[config.mk]
export PLATFORM = sky130hd
export DESIGN_NAME = btn_conditioner
export DESIGN_NICKNAME = d
export VERILOG_FILES = /design/src/rtl/btn_conditioner.sv
export SDC_FILE = /design/constraint.sdc
export NUM_CORES = 1
export LEC_CHECK = 0
export ABC_CLOCK_PERIOD_IN_PS = 1870
export BUFFER_PORTS_ARGS = -buffer_cell sky130_fd_sc_hd__buf_2
export CAP_MARGIN = 20
export CORE_MARGIN = 8
export CORE_UTILIZATION = 56
export DETAILED_ROUTE_END_ITERATION = 8
export MAX_ROUTING_LAYER = met4
export PLACE_DENSITY = 0.82
export REMOVE_ABC_BUFFERS = 1
export SYNTH_ARGS = -nofsm -noshare
export SYNTH_HDL_FRONTEND = slang
export SYNTH_SLANG_ARGS = --single-unit
[constraint.sdc]
create_clock -name clk -period 1.87 [get_ports clk]
set_input_delay 0.2805 -clock clk [delete_from_list [all_inputs] [get_ports clk]]
set_output_delay 0.2805 -clock clk [all_outputs]
set_load 0.005 [all_outputs]
[src/rtl/btn_conditioner.sv]
`default_nettype none
// ============================================================================
// Module   : btn_conditioner
// Purpose  : Synchronise and debounce the pedestrian push-button, then turn
//            each clean press into a held request with a post-ack cooldown.
// Revision : 1.0 - initial release
// ============================================================================
module btn_conditioner #(
    parameter int DEBOUNCE = 4,
    parameter int COOLDOWN = 8,
    parameter int CNT_W    = 8
) (
    input  logic       clk,
    input  logic       reset,
    input  logic       btn_raw,
    input  logic       ack,
    output logic       btn_req,
    output logic       btn_clean,
    output logic       press_pulse,
    output logic [1:0] state
);

    typedef enum logic [1:0] {
        ST_IDLE     = 2'd0,
        ST_PENDING  = 2'd1,
        ST_COOLDOWN = 2'd2,
        ST_ILLEGAL  = 2'd3
    } state_t;

    localparam logic [CNT_W-1:0] DB_LAST = CNT_W'(DEBOUNCE - 1);
    localparam logic [CNT_W-1:0] CD_LAST = CNT_W'(COOLDOWN - 1);

    logic             r_s1;
    logic             r_s2;
    logic [CNT_W-1:0] r_db_cnt;
    logic [CNT_W-1:0] r_cd_cnt;
    logic [CNT_W-1:0] w_cd_next;
    state_t           r_state;
    state_t           w_state_next;
    logic             w_req_next;
    logic             w_db_done;
    logic             w_rise;

    // The pending level change is committed on the DEBOUNCE-th disagreeing sample.
    assign w_db_done = (r_s2 != btn_clean) && (r_db_cnt == DB_LAST);
    assign w_rise    = w_db_done && r_s2;

    always_ff @(posedge clk) begin
        if (reset) begin
            r_s1        <= 1'b0;
            r_s2        <= 1'b0;
            r_db_cnt    <= '0;
            btn_clean   <= 1'b0;
            press_pulse <= 1'b0;
        end else begin
            r_s1        <= btn_raw;
            r_s2        <= r_s1;
            press_pulse <= w_rise;
            if (r_s2 == btn_clean) begin
                r_db_cnt <= '0;
            end else if (w_db_done) begin
                btn_clean <= r_s2;
                r_db_cnt  <= '0;
            end else begin
                r_db_cnt <= r_db_cnt + 1'b1;
            end
        end
    end

    always_ff @(posedge clk) begin
        if (reset) begin
            r_state  <= ST_IDLE;
            btn_req  <= 1'b0;
            r_cd_cnt <= '0;
        end else begin
            r_state  <= w_state_next;
            btn_req  <= w_req_next;
            r_cd_cnt <= w_cd_next;
        end
    end

    always_comb begin
        w_state_next = r_state;
        w_req_next   = btn_req;
        w_cd_next    = r_cd_cnt;
        case (r_state)
            ST_IDLE: begin
                if (w_rise) begin
                    w_state_next = ST_PENDING;
                    w_req_next   = 1'b1;
                end
            end
            ST_PENDING: begin
                // Extra presses while waiting are absorbed into the open request.
                if (ack) begin
                    w_state_next = ST_COOLDOWN;
                    w_req_next   = 1'b0;
                    w_cd_next    = CD_LAST;
                end
            end
            ST_COOLDOWN: begin
                w_req_next = 1'b0;
                if (r_cd_cnt == '0) begin
                    w_state_next = ST_IDLE;
                end else begin
                    w_cd_next = r_cd_cnt - 1'b1;
                end
            end
            default: begin
                w_state_next = ST_IDLE;
                w_req_next   = 1'b0;
            end
        endcase
    end

    assign state = r_state;

endmodule
`default_nettype wire

Word-level counts from Yosys, hierarchy flattened
Index checks and enable logic that the tools add are counted.

cells by class
  bitwise operators = 1
  add/sub/neg operators = 2
  mux-type cells = 10
  reduce and logical (&&, ||, !) cells = 10
  equal/unequal tests = 9

operators by type and width
  kind                 count
  $mux 8               2
  $pmux 8 s2           1
  $add 8x1->8 const B  1
  $eq 8x2->1 const B   1
  $logic_not 8->1      1
  $ne 2x2->1 const B   4
  $sub 8x1->8 const B  1
  $mux 2               3
  $pmux 2 s3           1
  $reduce_and 3->1     2
  $reduce_and 2->1     2
  $reduce_or 3->1      1
  $eq 2x1->1 const B   1
  $eq 2x2->1 const B   1
  $logic_and 1x1->1    2
  $logic_not 2->1      1
  $mux 1               2
  $pmux 1 s2           1
  $reduce_bool 2->1    1
  $eq 1x1->1           1
  $ne 1x1->1           1
  $not 1->1            1

storage, ports and cells
  input port bits = 4
  output and inout bits = 5
  register bits = 23
  word-level logic and storage cells = 40

Longest topological paths before layout
Gate-level depths: netlist (run 1).

  word-level depth = 5
  mapped depth = 5
  gate-level depth less buffers = 5

Worst setup path after synthesis (run 1)
Ideal clock, no wire load.

  path type = reg2reg
  start point = reg r_cd_cnt[0]
  end point = reg r_cd_cnt[1]
  arrival time = 1.506 ns
  buffers on the path = 0
  slack = 0.240 ns
  stages on the path, launching flop included = 6
  setup time = 0.123 ns
  period minus slack after synthesis = 1.630 ns
  required time = 1.747 ns
  cell sequence = dfxtp_1 > inv_1 > ha_1 > nor3b_1 > a21o_1 > mux2_1

on the way
  cells in the longest elaborated chain, start to end = 3
  elaborated cells on any way between the ends = 6
  classes of those cells = add/sub: 1; eq/ne: 1; mux: 2; reduce/logical: 2

RTL lines
  item                                                   line      RTL
  start: declaration                                     36        logic [CNT_W-1:0] r_cd_cnt;
  start signal: assignment                               78        r_cd_cnt <= w_cd_next;
  $sub 8x1->8 / $logic_not 8->1 (equally long branches)  106, 103
  $mux 8 / $ne 2x2->1 (equally long branches)            n/a
  $pmux 8 s2 / $reduce_and 3->1 (equally long branches)  n/a

Several ways; a longest one is shown, not always the timed one. The select of a mux whose other input is x is not followed.
A chain may end at the register's enable or synchronous reset.

Final worst setup path (run 1)
  start point = reg r_cd_cnt[0]
  end point = reg r_cd_cnt[5]

The elaborated chain is that of the path after synthesis.

==> results.md, run 1 <==
* Initial DRC Count at 7
* Core footprint at 0.001882 mm^2
* PwrDens at 629.0 mW/mm^2
* Skew-Pair Late Insertion Delay at 0.31 ns
* Share of cells above drive strength 1 at 0.1298
* Status: complete, no violations
* Routed len/inst at 12.87 um
* Seq/Total Area, Yosys at 0.4304
* Setup crit end kind: register
* Final hold vios at 0
* Antenna cells at 0
* Initial antenna violation count at 0
* Num rows at 16
* Largest net degree at the start of global routing at 15
* Max FO, Critical Path at 6
* Avg Inst Size Synth at 9.066 um^2
* Synth top area cells: dfxtp_1, a21oi_1, or4_1, ha_1, or3_1
* Number of CTS-inserted buffers at 3
* Post_cts resized at 0
* Initial Utilization at 0.5685
* CP max stage cell: or4_1
* Fin crit period at 1.664 ns
* Critical path cell sequence: inv_1 -> ha_1 -> nor3b_1 -> buf_4 -> or4_1 -> a21oi_1
* Setup Crit Path Kind: register to register
* Max Clock Skew at 0.001280 ns
* DRC errors left at 0
* Vias in the first global route at 909
* Syn Inst Count at 118
* Post-CTS setup buffers at 0
* Non-filler cells, final at 158
* Max incr delay on CP at 0.49 ns
* Synthesis-to-finish area growth at 11.11%
* I/O Buffers at 8
* Dpl hpwl at 1.595 mm
* Worst-Margin Slew at 0.5733 ns
* Final Wtd Congestion at 0.8963
* Post-Syn Area at 0.001070 mm^2
* Cell taking the most area after synthesis: dfxtp_1
* First-pass detailed-route iteration total at 5
* Final setup violation count at 0
* Max-cap violations at 0
* Maximum clock rate at 0.6010 GHz
* H-tree levels at 1
* IO Pins at 9
* Post-route ant nets at 0
* Clk sink count at 23
* Setup TNS at 0 ns
* CTS Buffer Depth at 2
* Peak supply drop at 0.0003713 V
* Synth top area share at 0.4304
* Final net count at 139
* CTS tree: done
* CP startpoint kind: register
* Total track usage at 0.1341
* GR Overflow Total at 0
* First-pass GRT wire length at 3.629 mm
* Die W at 59.71 um
* Tcrit/Tclk final at 0.8898
* Dpl cells at 154
* Total number of vias at 924
* CTS Hold Buffers Added at 0
* Full die area at 0.003565 mm^2
* YS warnings at 0
* Worst path required time at 2.13 ns
* Flops & latches, synth at 23
* P_leak at 0.4399 nW
* Routed vias/inst at 5.848
* Clock slew at reported path FFs at 0.12 ns
* Slew Limit Fails at 0
* Cell variety after synth at 37
* RSZ-0062 raised after global routing: false
* Wirelength, routed at 2.033 mm
* Die Y-Extent at 59.71 um
* Root Buffer: clkbuf_4
* Slew HR at 0.6143
* Hold Path Class: input port to register
* R2r setup slk at 0.21 ns
* Worst endpoint data arrival time at 1.92 ns
[per-stage QoR]
stage	worst slack (ns)	hold WS [ns]	area, um^2	total power [W]	utilization
final	0.2061	0.1747	1189	0.0007477	0.6316
after CTS	0.2010	0.1579	1189	0.0007571	0.6316
after floorplan	0.2403	0.3496	1062	0.0005139	-
after detailed placement	0.2360	0.4373	1159	0.0005246	0.6157
after global routing	0.1220	0.1540	1189	0.0007756	0.6316
after global placement	0.3053	0.4283	1159	0.0005240	0.6157
[final timing paths]
| check | to | start | cells past startpoint |
|---|---|---|---|
| min | r_s1 | btn_raw | 2 |
| max | r_cd_cnt[5] | r_cd_cnt[0] | 6 |
| max reg2reg | r_cd_cnt[5] | r_cd_cnt[0] | 6 |
| min reg2reg | r_s2 | r_s1 | 1 |
[cells by family after synthesis]
kind of cell / count (synthesis) / share of synthesized area
and+or+nand+nor: 49 / 0.2819
muxes: 3 / 0.02924
xor gates and xnor gates: 4 / 0.03275
adders and majority gates: 3 / 0.03509
AOI/OAI and AO/OA: 29 / 0.1661
buffers and inverters: 7 / 0.02457
DFF: 23 / 0.4304
[synth_stat cells]
master,instances
or3b_1,1
nand4b_1,1
o211ai_1,1
a211oi_1,4
a21oi_1,11
o21ai_1,4
nor2b_1,2
or4b_1,1
nor2_1,8
nand4_1,1
or2_2,1
xnor2_1,2
inv_1,5
or4_1,7
a2bb2o_1,1
nand2b_1,2
mux2i_1,2
nand3b_1,2
a2111o_1,1
nor3b_1,2
nand4bb_1,1
nand3_1,6
or3_1,5
nor4_1,2
or3b_2,1
ha_1,3
o21ai_0,4
and3b_1,1
mux2_1,1
xor2_1,2
dfxtp_1,23
o21a_1,1
clkbuf_1,2
nor3_1,2
nand2_1,3
a21o_1,1
o2bb2ai_1,1
[power by group]
part           switching (W)   total, W  internal, W
Combinational      0.0000121  0.0000195   0.00000740
Clock               0.000152   0.000234    0.0000817
Sequential        0.00000146   0.000494     0.000493
[cell type report]
| class | instances | area, um^2 |
|---|---|---|
| clock buffer | 3 | 22.52 |
| fill | 175 | 693.2 |
| multi-input combinational | 88 | 583.1 |
| clock inverter | 1 | 7.507 |
| sequential | 23 | 460.4 |
| timing repair buffer | 11 | 62.56 |
| inverter | 5 | 18.77 |
| tap | 27 | 33.78 |
[registers in the layout (all words and copies together) (netlist names)]
name,cells
state,2
press_pulse,1
r_cd_cnt,8
r_s2,1
btn_clean,1
r_db_cnt,8
r_s1,1
btn_req,1
[cells in the final DEF (no fill, tap or decap), types with 4 or more instances in the layout]
cell      Yosys  final
dfxtp_1      23     23
a21oi_1      11     11
nor2_1        8      8
buf_2         0      8
or4_1         7      7
nand3_1       6      6
inv_1         5      5
or3_1         5      5
o21ai_0       4      4
o21ai_1       4      4
a211oi_1      4      4
[per-layer routing]
metal	vias up	wire, um	track usage
li1	470	-	-
met1	437	922	0.1241
met2	12	1031	0.2415
met3	5	50	0.04516
met4	0	29	0.06463
met5	-	0	-
[worst max-delay path: cells and delay by family, from the launching register on]
family	cells	cell delay, ns
AO/OA/AOI/OAI	1	0.13
adder cells (fa/ha/maj)	1	0.21
buffers and inverters	2	0.24
flip-flops	1	0.39
AND/OR/NAND/NOR	2	0.64
Power figures use the tool's default switching activity.
==> run 2: changes to the inputs <==
CORE_UTILIZATION = 55   (was 56)
CTS_BUF_LIST = sky130_fd_sc_hd__clkbuf_2 sky130_fd_sc_hd__clkbuf_4 sky130_fd_sc_hd__clkbuf_8   (was unset)
PLACE_DENSITY = 0.81   (was 0.82)
==> run 2 against run 1 <==
Effect of this change:
- sequential share of layout area increased by 0.082 points
- global-route usage increased by 0.15 points
- non-clock buffer count stayed put
- critical path type unchanged
- wire length up 5.3%
- critical path depth is the same
==> results.md, run 2 (same netlist as run 1, synthesis figures left out) <==
* Status: complete, no violations
* First-pass GRT wire length at 3.574 mm (-1.5%)
* Slew Limit Fails at 0 (unchanged)
* Maximum clock rate at 0.5921 GHz (-1.5%)
* Max Clock Skew at 0.001238 ns (-0.00004130 ns)
* Max-cap violations at 0 (unchanged)
* Initial antenna violation count at 0 (unchanged)
* Max incr delay on CP at 0.41 ns (-0.08 ns)
* Number of CTS-inserted buffers at 3 (unchanged)
* Die W at 60.10 um (+0.66%)
* Largest net degree at the start of global routing at 15 (unchanged)
* Share of cells above drive strength 1 at 0.1298 (unchanged)
* RSZ-0062 raised after global routing: false
* Worst-Margin Slew at 0.5684 ns (-0.004914 ns)
* H-tree levels at 1 (unchanged)
* Most common cell after layout, fill and taps aside: dfxtp_1
* Final hold vios at 0 (unchanged)
* DRC errors left at 0 (unchanged)
* Wirelength, routed at 2.141 mm (+5.3%)
* Hold Path Class: input port to register
* Setup Crit Path Kind: register to register
* Antenna cells at 0 (unchanged)
* Post-route ant nets at 0 (unchanged)
* Full die area at 0.003612 mm^2 (+1.3%)
* Clock share of power at 0.318 (+0.005)
* Initial DRC Count at 24 (+17)
* Dpl hpwl at 1.512 mm (-5.2%)
* Gate power share at 0.026 (about the same)
* Initial Utilization at 0.5625 (-0.005984)
* Buf/Inv on CP at 2 (unchanged)
* Clk sink count at 23 (unchanged)
* First-pass detailed-route iteration total at 6 (+1)
* Finished Cell Area at 0.001186 mm^2 (-0.21%)
* Non-filler cells, final at 158 (unchanged)
* Core footprint at 0.001902 mm^2 (+1.1%)
* Root Buffer: clkbuf_4
* CTS Buffer Depth at 2 (unchanged)
* CTS Hold Buffers Added at 0 (unchanged)
* Final Wtd Congestion at 0.8819 (-1.6%)
* CTS tree: done
* Final net count at 139 (unchanged)
* Post_cts resized at 0 (unchanged)
* Vias in the first global route at 832 (-8.5%)
* Most frequent cells in the layout: dfxtp_1, a21oi_1, nor2_1, buf_2, or4_1
* Tcrit/Tclk final at 0.9032 (+0.01346)
* Multi-input gate area at 583.1 um^2 (unchanged)
* Peak supply drop at 0.0005820 V (+57%)
* Total number of vias at 947 (+2.5%)
* Sw frac at 0.2291 (+0.007126)
* Worst path required time at 2.14 ns (about the same)
* Clock slew at reported path FFs at 0.13 ns (about the same)
* Slew HR at 0.6176 (+0.003307)
* P_leak at 0.4437 nW (+0.86%)
* PwrDens at 634.8 mW/mm^2 (+0.91%)
* Die Y-Extent at 60.10 um (+0.66%)
* GR Overflow Total at 0 (unchanged)
* Num rows at 16 (unchanged)
* Top Family by Delay on Critical Path: compound AO/OA/AOI/OAI gates
* Fin crit period at 1.689 ns (+0.02517 ns)
* CP max stage cell: a211oi_1
* Fillers at 161 (-8.0%)
* R2r setup slk at 0.18 ns (-0.03 ns)
* Pint at 0.0005804 W (-0.22%)
* Max FO, Critical Path at 6 (unchanged)
* Dpl cell area at 0.001159 mm^2 (unchanged)
* Routed len/inst at 13.55 um (+5.3%)
* I/O Buffers at 8 (unchanged)
* Final setup violation count at 0 (unchanged)
* Sw Pwr at 0.0001725 W (+3.9%)
* Critical path cell sequence: inv_1 -> ha_1 -> nor3b_1 -> buf_4 -> a211oi_1 -> mux2i_1
* Total track usage at 0.1356 (+0.001523)
* Skew-Pair Late Insertion Delay at 0.33 ns (+0.02 ns)
* Dpl cells at 154 (unchanged)
* Post-CTS setup buffers at 0 (unchanged)
* Routed vias/inst at 5.994 (+2.5%)
* IO Pins at 9 (unchanged)
* Seq. cell area at 460.4 um^2 (unchanged)
* Reg power frac at 0.656 (-0.005)
* Synthesis-to-finish area growth at 10.88%
* Setup TNS at 0 ns (unchanged)
* CP startpoint kind: register
* Setup crit end kind: register
* Worst endpoint data arrival time at 1.96 ns (+0.04 ns)
==> run 2: changes by cell type in the layout (fill, tap and decap cells not counted) <==
cell and delta:
clkinv_2 +1, clkinvlp_4 -1
==> run 2: power groups by stage <==
stage	sequential, W	clock, W	combinational [W]
floorplan	0.000505	0	0.00000913
global placement	0.000505	0	0.0000188
detailed placement	0.000505	0	0.0000195
CTS	0.000494	0.000242	0.0000194
global route	0.000495	0.000258	0.0000215
finish	0.000494	0.000239	0.0000195
==> run 2: routing by layer <==
layer | track usage | wire length, um | vias up
met4 | 0.09184 | 57 | 0
met5 | - | 0 | -
met1 | 0.1515 | 989 | 441
met2 | 0.2073 | 984 | 32
li1 | - | - | 467
met3 | 0.03441 | 111 | 7
==> run 2: final timing paths <==
check                   start          end  cells past startpoint
setup / recovery  r_cd_cnt[0]  r_cd_cnt[4]                      6
setup reg to reg  r_cd_cnt[0]  r_cd_cnt[4]                      6
hold reg to reg          r_s1         r_s2                      1
hold / removal        btn_raw         r_s1                      2
==> run 2: through the flow <==
| step | worst slack (ns) | hold slack, ns | power, W | util |
|---|---|---|---|---|
| after floorplan | 0.2403 | 0.3496 | 0.0005139 | - |
| after CTS | 0.2389 | 0.1582 | 0.0007561 | 0.6237 |
| after global routing | 0.1124 | 0.1568 | 0.0007742 | 0.6237 |
| after detailed placement | 0.2710 | 0.4385 | 0.0005246 | 0.6092 |
| after global placement | 0.3034 | 0.4320 | 0.0005238 | 0.6092 |
| final | 0.1810 | 0.1633 | 0.0007529 | 0.6237 |
==> run 2: area by class of cell <==
class	count	area share
Clock inverter	1	0.004219
Timing Repair Buffer	11	0.05274
Tap cell	27	0.02848
Multi-Input combinational cell	88	0.4916
Inverter	5	0.01582
Sequential cell	23	0.3882
Clock buffer	3	0.01899
